### config.mk
export PLATFORM = sky130hd
export DESIGN_NAME = dffram_lsu_flat
export DESIGN_NICKNAME = d
export VERILOG_FILES = /design/src/rtl/dffram_lsu_if.sv /design/src/rtl/dffram_lsu.sv /design/src/flat_wrapper.sv
export SDC_FILE = /design/constraint.sdc
export NUM_CORES = 1
export LEC_CHECK = 0
export ABC_CLOCK_PERIOD_IN_PS = 6100
export CELL_PAD_IN_SITES_DETAIL_PLACEMENT = 1
export CELL_PAD_IN_SITES_GLOBAL_PLACEMENT = 2
export CORE_UTILIZATION = 22
export DETAILED_ROUTE_END_ITERATION = 10
export GPL_ROUTABILITY_DRIVEN = 0
export PLACE_DENSITY = 0.91
export SETUP_SLACK_MARGIN = 0.4
export SYNTH_ARGS = -nofsm -noshare
export SYNTH_HDL_FRONTEND = slang
export SYNTH_SLANG_ARGS = --single-unit
### constraint.sdc
create_clock -name CLK -period 6.1 [get_ports CLK]
set_input_delay 0.915 -clock CLK [delete_from_list [all_inputs] [get_ports CLK]]
set_output_delay 0.915 -clock CLK [all_outputs]
set_load 0.02 [all_outputs]
### src/rtl/dffram_lsu_if.sv
// Bundle between the load/store front end, its requester/consumer and the byte-write data RAM.
// Handshakes: a beat moves on a rising edge where valid & ready are both high; valid is held with payload stable until then.
interface dffram_lsu_if #(
   parameter int ADDRESS_LENGTH = 11
);
   logic                      req_valid;
   logic                      req_ready;
   logic                      req_we;
   logic [2:0]                req_funct3;
   logic [31:0]               req_addr;
   logic [31:0]               req_wdata;
   logic                      rsp_valid;
   logic                      rsp_ready;
   logic [31:0]               rsp_rdata;
   logic                      rsp_err;
   logic                      ram_en;
   logic [3:0]                ram_we;
   logic [ADDRESS_LENGTH-1:0] ram_a;
   logic [31:0]               ram_di;
   logic [31:0]               ram_do;

   modport slave (
      input  req_valid, req_we, req_funct3, req_addr, req_wdata, rsp_ready, ram_do,
      output req_ready, rsp_valid, rsp_rdata, rsp_err, ram_en, ram_we, ram_a, ram_di
   );

   modport master (
      output req_valid, req_we, req_funct3, req_addr, req_wdata, rsp_ready, ram_do,
      input  req_ready, rsp_valid, rsp_rdata, rsp_err, ram_en, ram_we, ram_a, ram_di
   );
endinterface

### src/rtl/dffram_lsu.sv
// Load/store front end for a 2**ADDRESS_LENGTH x 32 byte-write RAM with a registered read port.
// One request in flight: IDLE accepts, LOAD_WAIT extracts ram_do, RESP holds the response.
module dffram_lsu #(
   parameter int ADDRESS_LENGTH = 11,
   parameter int DATA_LENGTH    = 32
) (
   input  logic               CLK,
   input  logic               RST,
   dffram_lsu_if.slave        bus,
   output logic [1:0]         dbg_state
);
   typedef enum logic [1:0] {
      IDLE      = 2'd0,
      LOAD_WAIT = 2'd1,
      RESP      = 2'd2
   } state_t;

   state_t                 state_q, state_d;
   logic [1:0]             off_q, off_d;
   logic [2:0]             f3_q, f3_d;
   logic [DATA_LENGTH-1:0] rdata_q, rdata_d;
   logic                   err_q, err_d;

   logic                   accept;
   logic                   req_bad;
   logic                   misalign;
   logic                   illegal;
   logic [7:0]             byte_sel;
   logic [15:0]            half_sel;
   logic [DATA_LENGTH-1:0] load_ext;
   logic                   unused_addr_hi;

   // Upper address bits wrap onto the RAM and are deliberately ignored.
   assign unused_addr_hi = ^bus.req_addr[31:ADDRESS_LENGTH+2];

   assign accept    = bus.req_valid && (state_q == IDLE) && !RST;
   assign dbg_state = state_q;

   always_comb begin
      misalign = 1'b0;
      case (bus.req_funct3)
         3'd1, 3'd5: misalign = bus.req_addr[0];
         3'd2:       misalign = (bus.req_addr[1:0] != 2'b00);
         default:    misalign = 1'b0;
      endcase
      if (bus.req_we) illegal = (bus.req_funct3 > 3'd2);
      else            illegal = (bus.req_funct3 == 3'd3) || (bus.req_funct3 == 3'd6) ||
                                (bus.req_funct3 == 3'd7);
      req_bad = misalign || illegal;
   end

   always_comb begin
      byte_sel = bus.ram_do[{off_q, 3'b000} +: 8];
      half_sel = off_q[1] ? bus.ram_do[31:16] : bus.ram_do[15:0];
      case (f3_q)
         3'd0:    load_ext = {{24{byte_sel[7]}}, byte_sel};
         3'd1:    load_ext = {{16{half_sel[15]}}, half_sel};
         3'd4:    load_ext = {24'd0, byte_sel};
         3'd5:    load_ext = {16'd0, half_sel};
         default: load_ext = bus.ram_do;
      endcase
   end

   always_ff @(posedge CLK or posedge RST) begin
      if (RST) begin
         state_q <= IDLE;
         off_q   <= 2'd0;
         f3_q    <= 3'd0;
         rdata_q <= '0;
         err_q   <= 1'b0;
      end else begin
         state_q <= state_d;
         off_q   <= off_d;
         f3_q    <= f3_d;
         rdata_q <= rdata_d;
         err_q   <= err_d;
      end
   end

   always_comb begin
      state_d = state_q;
      off_d   = off_q;
      f3_d    = f3_q;
      rdata_d = rdata_q;
      err_d   = err_q;
      case (state_q)
         IDLE: begin
            if (accept) begin
               if (req_bad || bus.req_we) begin
                  state_d = RESP;
                  err_d   = req_bad;
                  rdata_d = '0;
               end else begin
                  state_d = LOAD_WAIT;
                  off_d   = bus.req_addr[1:0];
                  f3_d    = bus.req_funct3;
               end
            end
         end
         LOAD_WAIT: begin
            state_d = RESP;
            rdata_d = load_ext;
            err_d   = 1'b0;
         end
         RESP: begin
            if (bus.rsp_ready) begin
               state_d = IDLE;
               rdata_d = '0;
               err_d   = 1'b0;
            end
         end
         default: state_d = IDLE;
      endcase
   end

   // RAM is driven only in the accepting cycle of a legal request.
   always_comb begin
      bus.req_ready = (state_q == IDLE) && !RST;
      bus.rsp_valid = (state_q == RESP);
      bus.rsp_rdata = rdata_q;
      bus.rsp_err   = err_q;
      bus.ram_en    = 1'b0;
      bus.ram_we    = 4'b0000;
      bus.ram_a     = '0;
      bus.ram_di    = 32'd0;
      if (accept && !req_bad) begin
         bus.ram_en = 1'b1;
         bus.ram_a  = bus.req_addr[ADDRESS_LENGTH+1:2];
         if (bus.req_we) begin
            case (bus.req_funct3)
               3'd0: begin
                  bus.ram_we = 4'b0001 << bus.req_addr[1:0];
                  bus.ram_di = {4{bus.req_wdata[7:0]}};
               end
               3'd1: begin
                  bus.ram_we = bus.req_addr[1] ? 4'b1100 : 4'b0011;
                  bus.ram_di = {2{bus.req_wdata[15:0]}};
               end
               default: begin
                  bus.ram_we = 4'b1111;
                  bus.ram_di = bus.req_wdata;
               end
            endcase
         end
      end
   end
endmodule

### src/flat_wrapper.sv
// flat-port wrapper written by rule: the top's interface ports become plain ports
module dffram_lsu_flat 
#(
   parameter int ADDRESS_LENGTH = 11,
   parameter int DATA_LENGTH    = 32
)
  (CLK, RST, dbg_state, bus_req_valid, bus_req_we, bus_req_funct3, bus_req_addr, bus_req_wdata, bus_rsp_ready, bus_ram_do, bus_req_ready, bus_rsp_valid, bus_rsp_rdata, bus_rsp_err, bus_ram_en, bus_ram_we, bus_ram_a, bus_ram_di);
  dffram_lsu_if #(.ADDRESS_LENGTH(ADDRESS_LENGTH)) bus_i ();
  input  logic CLK;
  input  logic RST;
  output logic [1:0] dbg_state;
  input wire logic [$bits(bus_i.req_valid)-1:0] bus_req_valid;
  input wire logic [$bits(bus_i.req_we)-1:0] bus_req_we;
  input wire logic [$bits(bus_i.req_funct3)-1:0] bus_req_funct3;
  input wire logic [$bits(bus_i.req_addr)-1:0] bus_req_addr;
  input wire logic [$bits(bus_i.req_wdata)-1:0] bus_req_wdata;
  input wire logic [$bits(bus_i.rsp_ready)-1:0] bus_rsp_ready;
  input wire logic [$bits(bus_i.ram_do)-1:0] bus_ram_do;
  output wire logic [$bits(bus_i.req_ready)-1:0] bus_req_ready;
  output wire logic [$bits(bus_i.rsp_valid)-1:0] bus_rsp_valid;
  output wire logic [$bits(bus_i.rsp_rdata)-1:0] bus_rsp_rdata;
  output wire logic [$bits(bus_i.rsp_err)-1:0] bus_rsp_err;
  output wire logic [$bits(bus_i.ram_en)-1:0] bus_ram_en;
  output wire logic [$bits(bus_i.ram_we)-1:0] bus_ram_we;
  output wire logic [$bits(bus_i.ram_a)-1:0] bus_ram_a;
  output wire logic [$bits(bus_i.ram_di)-1:0] bus_ram_di;
  assign bus_i.req_valid = bus_req_valid;
  assign bus_i.req_we = bus_req_we;
  assign bus_i.req_funct3 = bus_req_funct3;
  assign bus_i.req_addr = bus_req_addr;
  assign bus_i.req_wdata = bus_req_wdata;
  assign bus_i.rsp_ready = bus_rsp_ready;
  assign bus_i.ram_do = bus_ram_do;
  assign bus_req_ready = bus_i.req_ready;
  assign bus_rsp_valid = bus_i.rsp_valid;
  assign bus_rsp_rdata = bus_i.rsp_rdata;
  assign bus_rsp_err = bus_i.rsp_err;
  assign bus_ram_en = bus_i.ram_en;
  assign bus_ram_we = bus_i.ram_we;
  assign bus_ram_a = bus_i.ram_a;
  assign bus_ram_di = bus_i.ram_di;
  dffram_lsu #(.ADDRESS_LENGTH(ADDRESS_LENGTH), .DATA_LENGTH(DATA_LENGTH)) u_core (.CLK(CLK), .RST(RST), .bus(bus_i), .dbg_state(dbg_state));
endmodule
# Word-level counts from Yosys, hierarchy flattened
# Cells that the tools add are included.
# word_totals
out_inout_bits	85
wordCells	67
input_bits	104
regBits	40
# op_classes
order_cmp	1
n_shift	2
n_bitwise	1
mux	25
reduce_logical	19
n_eq_ne	14
# op_table
op	n
$mux 32	5
$pmux 32 s4	1
$pmux 32 s3	1
$pmux 32 s2	1
$shiftx 32x6->8	1
$mux 16	1
$eq 3x3->1 const B	5
$mux 4	3
$mux 11	1
$pmux 4 s2	1
$eq 3x1->1 const B	2
$eq 3x2->1 const B	2
$logic_not 3->1	2
$mux 2	3
$pmux 2 s3	1
$mux 1	5
$logic_and 1x1->1	4
$logic_or 1x1->1	4
$ne 2x2->1 const B	2
$reduce_and 4->1	1
$shl 1x2->4 const A	1
$gt 3x2->1 const B	1
$pmux 1 s3	1
$reduce_and 3->1	1
other kinds (11)	12

# Longest topological paths before layout
# depth
depth_word	9
mapped_depth	9
depth_no_buf	6

# Worst setup path before layout
# OpenSTA, ideal clock, no wires.
# synth_timing
kind	input -> output
from	input port bus_req_funct3[0]
to	output port bus_ram_di[24]
required_ns	5.185
path_slack_ns	2.881
stages	5
arrival_ns	2.304
n_path_buf	1
path_cell_list	buf_2 a221oi_1 o211a_1 nand2_1 a211oi_1
# synth_via
elab_chain_cells	8
elab_cells_between_ends	19
classes_between	order compare: 1; eq/ne: 6; mux: 5; reduce/logical: 7
# synth_lines
element	line	text
start, declared	flat_wrapper.sv:14	input wire logic [$bits(bus_i.req_funct3)-1:0] bus_req_funct3;
branches (longest 7 deep; another with $eq 3x3->1)	n/a	
$mux 32 (*)	dffram_lsu.sv:126	if (accept && !req_bad) begin
end, declared	flat_wrapper.sv:26	output wire logic [$bits(bus_i.ram_di)-1:0] bus_ram_di;
# Mark *: on every way between the ends.

# Worst setup path after layout
# layout_timing
from	input port bus_req_addr[1]
to	output port bus_ram_di[25]
# layout_via
elab_chain_cells	6
# layout_lines
element	line	text
start, declared	flat_wrapper.sv:15	input wire logic [$bits(bus_i.req_addr)-1:0] bus_req_addr;
$reduce_bool 2->1	dffram_lsu.sv:43	3'd2: misalign = (bus.req_addr[1:0] != 2'b00);
$pmux 1 s2	dffram_lsu.sv:41	case (bus.req_funct3)
$logic_or 1x1->1	dffram_lsu.sv:49	req_bad = misalign || illegal;
$logic_not 1->1	dffram_lsu.sv:126	
$logic_and 1x1->1	dffram_lsu.sv:126	
$mux 32	dffram_lsu.sv:126	
# No other way between the ends.

==> metrics.yaml <==
flow_run:
  max_cap_violations: 0
sta:
  setup_viol: 0
  hold_violations: 0
  period_minus_slack_ns: 5.13
  period_share_pct: 84.1
  max_freq_mhz: 195
  slew_headroom_pct: 28.1
  tightest_slew_ns: 1.07
  report.final.slew_viol_count: 0
  fin_skew_ns: 0.00706
  finalSetupTns_ns: 0
  rsz0062_at_grt: "false"
  hold_slack_ns: 0.510
clock_network:
  numCtsBuffers: 5
  cts_setup_buffers: 0
  clkTransAtPathRegs_ns: 0.06
  clockBufferDepth: 2
  cts_tree: "done"
  h-tree-depth: 2
  hold_buffers: 0
  cts_resized: 0
  cts_root_buffer: "clkbuf_16"
  clock_latency_ns: 0.28
  cts_num_sinks: 40
drt:
  drt_drc_violations_left: 0
  drtAntennaViolNets: 0
  first_pass_iters: 4
  initialDrtViolationCount: 139
  vias: 3308
  drt-total-wl_mm: 11.8
  detail_route.wl_per_cell_um: 17.3
  via_per_inst: 4.86
floorplan:
  die_h_um: 121
  top_level_ports: 189
  die_area_mm2: 0.0146
  core_mm2: 0.0138
  initial_utilization_pct: 22.5
  rows: 43
  die_width_um: 121
power:
  vdd.ir_drop.worst_mv: 0.101
  p_clk_share_pct: 19.0
  seqPwrFrac_pct: 30.1
  p_leak_nw: 2.02
  combPwrFrac_pct: 50.9
  p_sw_mw: 0.543
  internal_power_mw: 0.766
  total_power_mw: 1.31
  power_density_mw_per_mm2: 258
  swShare_pct: 41.5
min_path:
  timing.hold.worst.start: "u_core.bus.rsp_rdata[12]$_DFFE_PP0P_"
  hp-class: "reg2reg"
  hold_path_depth: 1
grt:
  grt_pass1_vias: 3597
  grt_pass1_wl_mm: 18.9
  antenna_found_initial: 0
  grt.overflow.total: 0
  grt_use_total_pct: 16.4
  grt_start_max_net_pins: 41
yosys:
  synth_top_area_share_pct: 32.2
  synth_nets: 453
  synth_area_mm2: 0.00310
  synth_warnings: 0
  synth_cell_types: 46
  synth_top_area_cell: "dfrtp_1"
  synth-edff-count: 0
  syn_inst: 346
  synthArstFlopShare_pct: 100
  yosysSeqAreaShare_pct: 32.2
  yosys-top-cells-area: "dfrtp_1 32%, mux2_4 9.7%, o21ai_0 5.6%"
  yosys_register_bits: 40
  synth.avg_cell_area_um2: 8.97
  yosys_most_used_dff: "dfrtp_1"
  ys_top_cells_by_count: "40 x dfrtp_1, 35 x o21ai_0, 31 x a21oi_1, 31 x nand2_1, 23 x nor2_1"
  yosysMostFrequentCell: "dfrtp_1"
finish:
  syn2layout_area_growth_pct: 63.2
  final_layout_size_suffix_gt1_share_pct: 10.4
  nets: 607
  diodes: 0
  final_cell_area_mm2: 0.00506
run_status:
  status: "complete, no violations"
placed_design:
  post_dp_cell_area_mm2: 0.00493
  port_buffers: 169
  dp_hpwl_mm: 9.27
setup_path:
  cp_data_required_time_ns: 5.18
  cp-start-kind: "input pin"
  reg2reg_depth: 6
  critPathKind: "in2out"
  regToRegStartpoint: "u_core.dbg_state[1]$_DFFE_PP0P_"
  critPathMaxFanout: 28
  critPathArrivalTime_ns: 4.22
  worstSetupStartpoint: "bus_req_addr[1]"
  cp-end-kind: "primary output"
[worst max-delay path, stage by stage]
cell and delay, ns:
clkdlybuf4s50_1 0.41, buf_4 0.17, nor4_1 0.39, o211a_1 0.55
nand2_1 0.66, a211oi_1 0.44, clkdlybuf4s50_1 0.68
[layer usage]
layer	vias up	wire length [um]	global-route usage [%]
li1	1559	-	-
met4	0	206	4.40
met3	11	946	4.76
met1	1599	4720	18.5
met2	139	5910	29.9
met5	-	0	0
[layout make-up]
class / instances / area [um2]
clock buffers: 6 / 129
repair buffers: 175 / 1740
inverters: 11 / 41.3
multi-input cells: 267 / 1930
flip-flops and latches: 40 / 1000
clock inverters: 1 / 5.00
fillers: 1591 / 8760
well taps: 180 / 225
[cells in the final DEF (no fill, tap or decap), drive strengths merged, types with 12 or more instances in the layout]
cell	instances
a21oi	33
nor2	23
o21ai	39
dfrtp	40
nand2	32
clkdlybuf4s50	169
a211oi	12
mux2	35
o211ai	12
mux2i	14
[cell families (layout without fill, tap and decap cells)]
| group | after synthesis | after routing | share of synthesized area [%] |
|---|---|---|---|
| AOI/OAI and AO/OA | 120 | 120 | 25.2 |
| adders and majority gates | 3 | 3 | 1.21 |
| buffers and inverters | 39 | 193 | 5.68 |
| DFF | 40 | 40 | 32.2 |
| muxes | 50 | 50 | 20.4 |
| and+or+nand+nor | 94 | 94 | 15.3 |
[power by group through the flow]
stage / registers (mW) / logic [mW] / clock network [mW]
global placement: 0.395 / 0.653 / 0
CTS: 0.395 / 0.677 / 0.258
global route: 0.404 / 0.719 / 0.267
floorplan: 0.386 / 0.440 / 0
finish: 0.394 / 0.666 / 0.248
detailed placement: 0.399 / 0.674 / 0
[worst paths after layout]
check,endpoint,slack [ns]
max in group asynchronous,u_core.bus.rsp_rdata[31]$_DFFE_PP0P_,4.57
setup / recovery,bus_ram_di[25],0.97
hold reg to reg,u_core.bus.rsp_rdata[12]$_DFFE_PP0P_,0.51
min in group asynchronous,u_core.bus.rsp_rdata[0]$_DFFE_PP0P_,1.16
setup reg to reg,u_core.bus.rsp_rdata[9]$_DFFE_PP0P_,3.28
hold / removal,u_core.bus.rsp_rdata[12]$_DFFE_PP0P_,0.51
[flip-flops by register name (all words and copies together) (netlist names)]
register and flops:
u_core.f3_q 3, u_core.bus.rsp_err 1, u_core.bus.rsp_rdata 32, u_core.off_q 2, u_core.dbg_state 2
[through the flow]
stage	util [%]	setup WS, ns	instances
2_1_floorplan	-	2.88	346
3_3_place_gp	35.7	1.07	673
3_5_place_dp	35.7	0.926	673
4_1_cts	36.6	0.935	680
5_1_grt	36.6	0.634	680
6_report	36.6	0.967	680
Note: power is estimated with default switching activity, not from simulation.
